[config.mk]
export PLATFORM = sky130hd
export DESIGN_NAME = accel_led_meter
export DESIGN_NICKNAME = d
export VERILOG_FILES = /design/src/rtl/accel_led_meter.sv
export SDC_FILE = /design/constraint.sdc
export NUM_CORES = 1
export LEC_CHECK = 0
export ABC_AREA = 1
export CAP_MARGIN = 20
export CORE_MARGIN = 4
export CORE_UTILIZATION = 53
export CTS_CLUSTER_DIAMETER = 120
export DETAILED_ROUTE_END_ITERATION = 10
export GPL_TIMING_DRIVEN = 0
export PLACE_DENSITY = 0.74
export SYNTH_ARGS = -nofsm -noshare
export SYNTH_HDL_FRONTEND = slang
export SYNTH_SLANG_ARGS = --single-unit
[constraint.sdc]
create_clock -name clk_in -period 2.7 [get_ports clk_in]
set_input_delay 0.54 -clock clk_in [delete_from_list [all_inputs] [get_ports clk_in]]
set_output_delay 0.54 -clock clk_in [all_outputs]
set_load 0.03 [all_outputs]
[src/rtl/accel_led_meter.sv]
// rtl/accel_led_meter.sv - windowed average of accelerometer samples driving a debounced 8-LED position meter with stale-link detection
module accel_led_meter #(
    parameter int          AVG_LOG2 = 3,
    parameter logic [31:0] TIMEOUT  = 32'd1200000
) (
    input  logic        clk_in,
    input  logic        nrst,
    input  logic [15:0] sample,
    input  logic        sample_valid,
    output logic [15:0] avg_out,
    output logic        avg_valid,
    output logic [7:0]  led_out,
    output logic        stale
);

    localparam int AW = 16 + AVG_LOG2;
    localparam int CW = (AVG_LOG2 > 0) ? AVG_LOG2 : 1;
    localparam logic [CW-1:0] CNT_MAX = CW'((1 << AVG_LOG2) - 1);

    typedef enum logic {ST_ACCUM, ST_STALE} state_t;

    state_t               state_q;
    logic signed [AW-1:0] acc_q;
    logic [CW-1:0]        cnt_q;
    logic [31:0]          timer_q;
    logic [2:0]           shown_q;
    logic [2:0]           cand_idx_q;
    logic                 cand_valid_q;

    logic signed [AW-1:0] sum_d;
    logic                 win_done;
    logic [15:0]          avg_d;
    logic [2:0]           new_idx;
    logic [2:0]           shown_d;
    logic [2:0]           cand_idx_d;
    logic                 cand_valid_d;

    function automatic logic [7:0] onehot(input logic [2:0] idx);
        return 8'b0000_0001 << idx;
    endfunction

    // acc and cnt are always zero in STALE, so the returning sample naturally starts a fresh window
    always_comb begin
        sum_d        = acc_q + AW'($signed(sample));
        win_done     = sample_valid && (cnt_q == CNT_MAX);
        avg_d        = sum_d[AVG_LOG2 +: 16];
        new_idx      = {~avg_d[15], avg_d[14:13]};
        shown_d      = shown_q;
        cand_idx_d   = cand_idx_q;
        cand_valid_d = cand_valid_q;
        if (new_idx == shown_q) begin
            cand_valid_d = 1'b0;
        end else if (cand_valid_q && (new_idx == cand_idx_q)) begin
            shown_d      = new_idx;
            cand_valid_d = 1'b0;
        end else begin
            cand_idx_d   = new_idx;
            cand_valid_d = 1'b1;
        end
    end

    always_ff @(posedge clk_in) begin
        if (!nrst) begin
            state_q      <= ST_ACCUM;
            acc_q        <= '0;
            cnt_q        <= '0;
            timer_q      <= '0;
            shown_q      <= 3'd4;
            cand_idx_q   <= 3'd0;
            cand_valid_q <= 1'b0;
            avg_out      <= '0;
            avg_valid    <= 1'b0;
            led_out      <= 8'h10;
            stale        <= 1'b0;
        end else begin
            avg_valid <= 1'b0;
            if (sample_valid) begin
                state_q <= ST_ACCUM;
                stale   <= 1'b0;
                timer_q <= '0;
                if (win_done) begin
                    acc_q        <= '0;
                    cnt_q        <= '0;
                    avg_out      <= avg_d;
                    avg_valid    <= 1'b1;
                    shown_q      <= shown_d;
                    cand_idx_q   <= cand_idx_d;
                    cand_valid_q <= cand_valid_d;
                    led_out      <= onehot(shown_d);
                end else begin
                    acc_q   <= sum_d;
                    cnt_q   <= cnt_q + CW'(1);
                    led_out <= onehot(shown_q);
                end
            end else if (state_q == ST_ACCUM) begin
                if (timer_q == TIMEOUT - 32'd1) begin
                    state_q      <= ST_STALE;
                    stale        <= 1'b1;
                    led_out      <= 8'h81;
                    acc_q        <= '0;
                    cnt_q        <= '0;
                    cand_valid_q <= 1'b0;
                end else begin
                    timer_q <= timer_q + 32'd1;
                end
            end
        end
    end

endmodule

# After elaboration in Yosys (flattened, before gate mapping)
# Index checks and enable logic that the tools add are counted.
word_totals:
  out_inout_bits: 26
  wordCells: 62
  reg_bits: 88
  inputBits: 19
op_classes:
  n_reduce_logical: 11
  eq_ne: 6
  shifts: 2
  n_addsub: 3
  n_bitwise: 6
  muxes: 23
op_table:
  columns: ["operator", "count"]
  rows:
  - ["19-bit 2-to-1 mux", 4]
  - ["32-bit by 1-bit adder with 32-bit output (second input constant)", 1]
  - ["32-bit by 21-bit equality test with 1-bit output (second input constant)", 1]
  - ["8-bit 2-to-1 mux", 4]
  - ["19-bit by 16-bit adder with 19-bit output", 1]
  - ["3-bit 2-to-1 mux", 6]
  - ["1-bit by 3-bit << shifter with 8-bit output (first input constant)", 2]
  - ["2-bit AND reduction", 5]
  - ["1-bit 2-to-1 mux", 9]
  - ["3-bit equality test", 2]
  - ["1-bit inverter", 6]
  - ["4-bit AND reduction", 1]
  - ["3-bit by 1-bit adder with 3-bit output (second input constant)", 1]
  - ["3-bit equality test (second input constant)", 1]
  - ["3-bit AND reduction", 1]
  - ["1-bit logical AND", 2]
  - ["2-bit by 1-bit != test with 1-bit output (second input constant)", 1]
  - ["2-bit != test (second input constant)", 1]
  - ["2-bit nonzero test", 1]
  - ["2-bit OR reduction", 1]

# Depth between registers and ports, before layout
# Gate-level depths: netlist of the first run.
depth:
  word_depth: 9
  ltp_mapped: 22
  depth_no_buf: 22

# Least setup slack after synthesis of the first run
# Ideal clock, no wire load.
synth_timing:
  kind: "input-to-reg"
  start: "input sample[0]"
  end: "register led_out[7]"
  cell_stages: 21
  path_slack_ps: 36
  t_required_ps: 2586
  t_arrival_ps: 2550
  path_cell_list: "ha_1 > inv_1 > fa_1 > inv_1 > nand3_1 > nand3_1 > nand2_1 > nand2_2 > nand2_2 > nand2_2 > nand2_2 > nand3b_1 > nand2_2 > nor2_4 > nand2_2 > nand2_1 > nand2_1 > nand2_1 > nand2_1 > a21oi_1 > nor2_1"
synth_via:
  elab_chain_len: 9
synth_rtl:
  columns: ["item", "line", "text"]
  rows:
  - ["from (decl)", "8", "input logic [15:0] sample,"]
  - ["19-bit by 16-bit adder with 19-bit output *", "44", "sum_d = acc_q + AW'($signed(sample));"]
  - ["1-bit inverter", "47", "new_idx = {~avg_d[15], avg_d[14:13]};"]
  - ["3-bit equality test", "53", "end else if (cand_valid_q && (new_idx == cand_idx_q)) begin"]
  - ["1-bit logical AND", "53", null]
  - ["3-bit 2-to-1 mux", "53", null]
  - ["3-bit 2-to-1 mux *", "51", "if (new_idx == shown_q) begin"]
  - ["1-bit by 3-bit << shifter with 8-bit output *", "39", "return 8'b0000_0001 << idx;"]
  - ["8-bit 2-to-1 mux *", "81", "if (win_done) begin"]
  - ["8-bit 2-to-1 mux *", "77", "if (sample_valid) begin"]
  - ["to (signal assigned)", "89", "led_out <= onehot(shown_d);"]
  - ["to (signal assigned)", "93", "led_out <= onehot(shown_q);"]
  - ["to (decl)", "12", "output logic [7:0] led_out,"]
# Mark *: on every way between the ends. The rest lies on a longest branch, timed or not.
# A chain may end at the register's enable or synchronous reset.

# Worst setup path after layout of the first run
layout_timing:
  start: "input sample[9]"
  end: "register led_out[5]"
# Same word-level chain as after synthesis.

==> reports/qor.csv, run 1 <==
stage,metric,value,unit
status,status,"finished, final reports clean",
cells_and_area,Layout Area Growth over Synthesis,25.0,%
floorplan,FP Rows,35,
critical_path,Crit path top cell by count,nand2_2,
detailed_routing,drt via density,5.37,
sta,Final Hold Fails,0,
critical_path,Critical Path AT,2880,ps
sta,worst slew slack as a fraction of its limit,57.4,%
yosys,Post-Synthesis Mean Instance Area,6.59,um^2
sta,setup_tns,0,ps
floorplan,Die Ht,106,um
detailed_routing,post-route ant nets,0,
sta,post-layout min period,2600,ps
sta,period utilization,96.2,%
place,Port Buffer Count,44,
floorplan,core area,9330,um^2
clock_tree,CTS tree,done,
clock_tree,CTS Hold Bufs,0,
cells_and_area,share of layout cells above drive strength 1,15.6,%
global_route,initial antenna violation count,0,
flow_run,max_cap viols,0,
yosys,synth warn,0,
critical_path,cell family with most CP delay,simple AND/OR/NAND/NOR gates,
clock_tree,worst skew pair latency,360,ps
yosys,area share of the largest cell type after synthesis,34.3,%
critical_path,CP Buf/Inv Count,1,
clock_tree,"CTS clk-pin slew, worst paths",100,ps
critical_path,CP required,2980,ps
floorplan,# IOs,45,
clock_tree,H-tree levels,3,
sta,worst setup margin,102,ps
detailed_routing,DR iter-0 viols,308,
cells_and_area,Final Non-Filler Cells,977,
yosys,#FFs+latches synth,88,
pwr,Pwr Density,483,nW/um^2
global_route,largest net degree at the start of global routing,18,
floorplan,Die ar.,11300,um^2
hold_path,Hold Crit Class,reg -> reg,
critical_path,crit start category,primary input,
critical_path,crit path max fanout,6,
floorplan,Die X-Extent,106,um
place,routability-driven placement congestion ratio,0.953,
detailed_routing,DR pass1 iterations,5,
yosys,Synth Instances,779,
cells_and_area,FF+latch area,1760,um^2
detailed_routing,Post-route DRC,0,
place,hpwl dp,10.3,mm
global_route,first-pass GRT wire length,23.2,mm
cells_and_area,# nets final,884,
yosys,Syn Nets,820,
detailed_routing,Routed wire per std cell,14.6,um
cells_and_area,antenna cells,0,
sta,fmax,385,MHz
yosys,mapped cell area,5140,um^2
detailed_routing,WL final,14.3,mm
clock_tree,CTS max path bufs,2,
place,pre-CTS WS,-843,ps
yosys,"top cells by area, synth","dfxtp_1 34%, nand2_1 15%, inv_1 6.9%",
place,Inst Count DP,952,
sta,RSZ-0062 raised after global routing,true,
global_route,number of global-route vias before repair,4932,
clock_tree,clk root buf,clkbuf_8,
pwr,Pleak,2.67,nW
yosys,Synth cell types,37,
cells_and_area,Filler Cell Count,818,
critical_path,CP max-delay cell,dlygate4sd2_1,
yosys,Synth area leader,dfxtp_1,
sta,Final Max Tran Viols,0,
critical_path,worst-path cell chain,dlygate4sd2_1 > ha_4 > nand2_1 > nand2_1 > nand2_1 > nand2_2 > a21oi_4 > nand2_4 > nand2_4 > nand2_4 > nand2_2 > nand2_2 > nor2_4 > nand3_4 > nand2_2 > nand2_2 > nor2_4 > nand3_2 > a21oi_1,
pwr,Max VDD drop,0.327,mV
global_route,Total Routing Usage GR,25.2,%
sta,"Setup violations, final",0,
pwr,Total Power,3.10,mW
clock_tree,CTS Buf Count,9,
detailed_routing,via count,5247,
yosys,register area share after synthesis,34.3,%
sta,Final Skew,11.4,ps
sta,slew at the pin with the worst max-slew slack,639,ps
critical_path,CP peak stage delay,270,ps
floorplan,starting density of the core,55.1,%
cells_and_area,Multi-input gate area,3340,um^2
clock_tree,# clock sinks,88,
global_route,GRT overflow,0,
critical_path,CP Class,in -> reg,
critical_path,critical path capture point type,register,
## synth_stat cells (all sizes together)
master    n
nand3    41
nand4    17
xor2     16
xnor2     9
nor3     19
a31oi     4
o22ai     1
o211ai    2
nand3b    1
clkbuf   19
and3      3
a41oi     1
o21bai    1
buf       1
clkinv    1
nor4b     1
ha       21
nor4      7
a21oi    71
o21ai    41
nor2     86
or2       3
nor3b     1
nand2   222
dfxtp    88
inv     101
fa        1
## flip-flops by register name (all words and copies together), names as in the netlist
| name | flops |
|---|---|
| cand_valid_q | 1 |
| cand_idx_q | 3 |
| state_q | 1 |
| shown_q | 3 |
| avg_valid | 1 |
| avg_out | 16 |
| cnt_q | 3 |
| timer_q | 32 |
| led_out | 8 |
| stale | 1 |
| acc_q | 19 |
## path summary, 6_finish.rpt
check / startpoint / slack (ps) / to / depth (start not counted)
setup / recovery: sample[9] / 100 / led_out[5]$_SDFFE_PN0P_ / 19
hold / removal: stale$_SDFFE_PP0P_ / 470 / stale$_SDFFE_PP0P_ / 2
setup reg to reg: acc_q[0]$_SDFFE_PN0P_ / 110 / led_out[5]$_SDFFE_PN0P_ / 20
hold reg to reg: stale$_SDFFE_PP0P_ / 470 / stale$_SDFFE_PP0P_ / 2
## cells in the final DEF, fill, tap and decap left out, drive strengths merged, types with 4 or more instances in the layout
cell type and instances:
a21oi 71, a31oi 4, buf 10, clkbuf 30
clkdlybuf4s50 28, dfxtp 88, dlygate4sd2 8, dlymetal6s2s 6
ha 21, inv 104, nand2 222, nand3 41
nand4 17, nor2 86, nor3 19, nor4 7
o21ai 41, xnor2 9, xor2 16
## per-layer routing
layer	GRT usage [%]	vias up	wire length [um]
met1	34.5	2435	6470
met2	41.0	160	6690
met5	0	-	0
met3	4.68	12	996
li1	-	2640	-
met4	6.30	0	119
## logic make-up after synthesis
| kind of cell | synth area share (%) |
|---|---|
| XOR/XNOR | 4.26 |
| adder cells (fa/ha/maj) | 5.51 |
| AND/OR/NAND/NOR | 34.6 |
| flip-flops | 34.3 |
| AO/OA/AOI/OAI | 12.4 |
| buffers and inverters | 8.94 |
## power by group
group          internal, mW  total (mW)  switching [mW]
logic                 0.334       0.826           0.492
clock network         0.353       0.892           0.540
registers              1.34        1.38          0.0409
total                  2.03        3.10            1.07
## worst min-delay path, delay by kind of cell, from the launching register on
family / cells / cell delay (ps)
buf+inv: 1 / 50
flops: 1 / 330
compound gates: 1 / 60
## per-stage QoR
step	hold WS, ps	util, %	instance area, um^2
floorplan	433	-	5140
global placement	442	61.5	5740
detailed placement	455	61.5	5740
CTS	473	66.7	6220
global route	500	68.8	6420
finish	469	68.8	6420
## cell type report
class,instances,share of cell area [%]
Sequential cell,88,27.5
Multi-Input combinational cell,569,52.1
Tap cell,129,2.51
Buffer,20,1.23
Timing Repair Buffer,53,7.83
Clock inverter,7,0.974
Clock buffer,9,1.93
Inverter,102,5.96
## timing repair
| item | CTS | global route |
|---|---|---|
| setup endpoints to repair | 15 | 33 |
| resized for setup | 46 | 61 |
| pin swaps | 14 | 22 |
| setup buffers | 7 | 2 |
| hold endpoints to repair | 0 | 0 |
No activity file was read; power rests on OpenSTA's default activity.
==> run 2: changes to the inputs <==
Settings changed: CAP_MARGIN 20 to default.
==> results of run 2 <==
Final layout, timing and power as in run 1 (identical DEF).
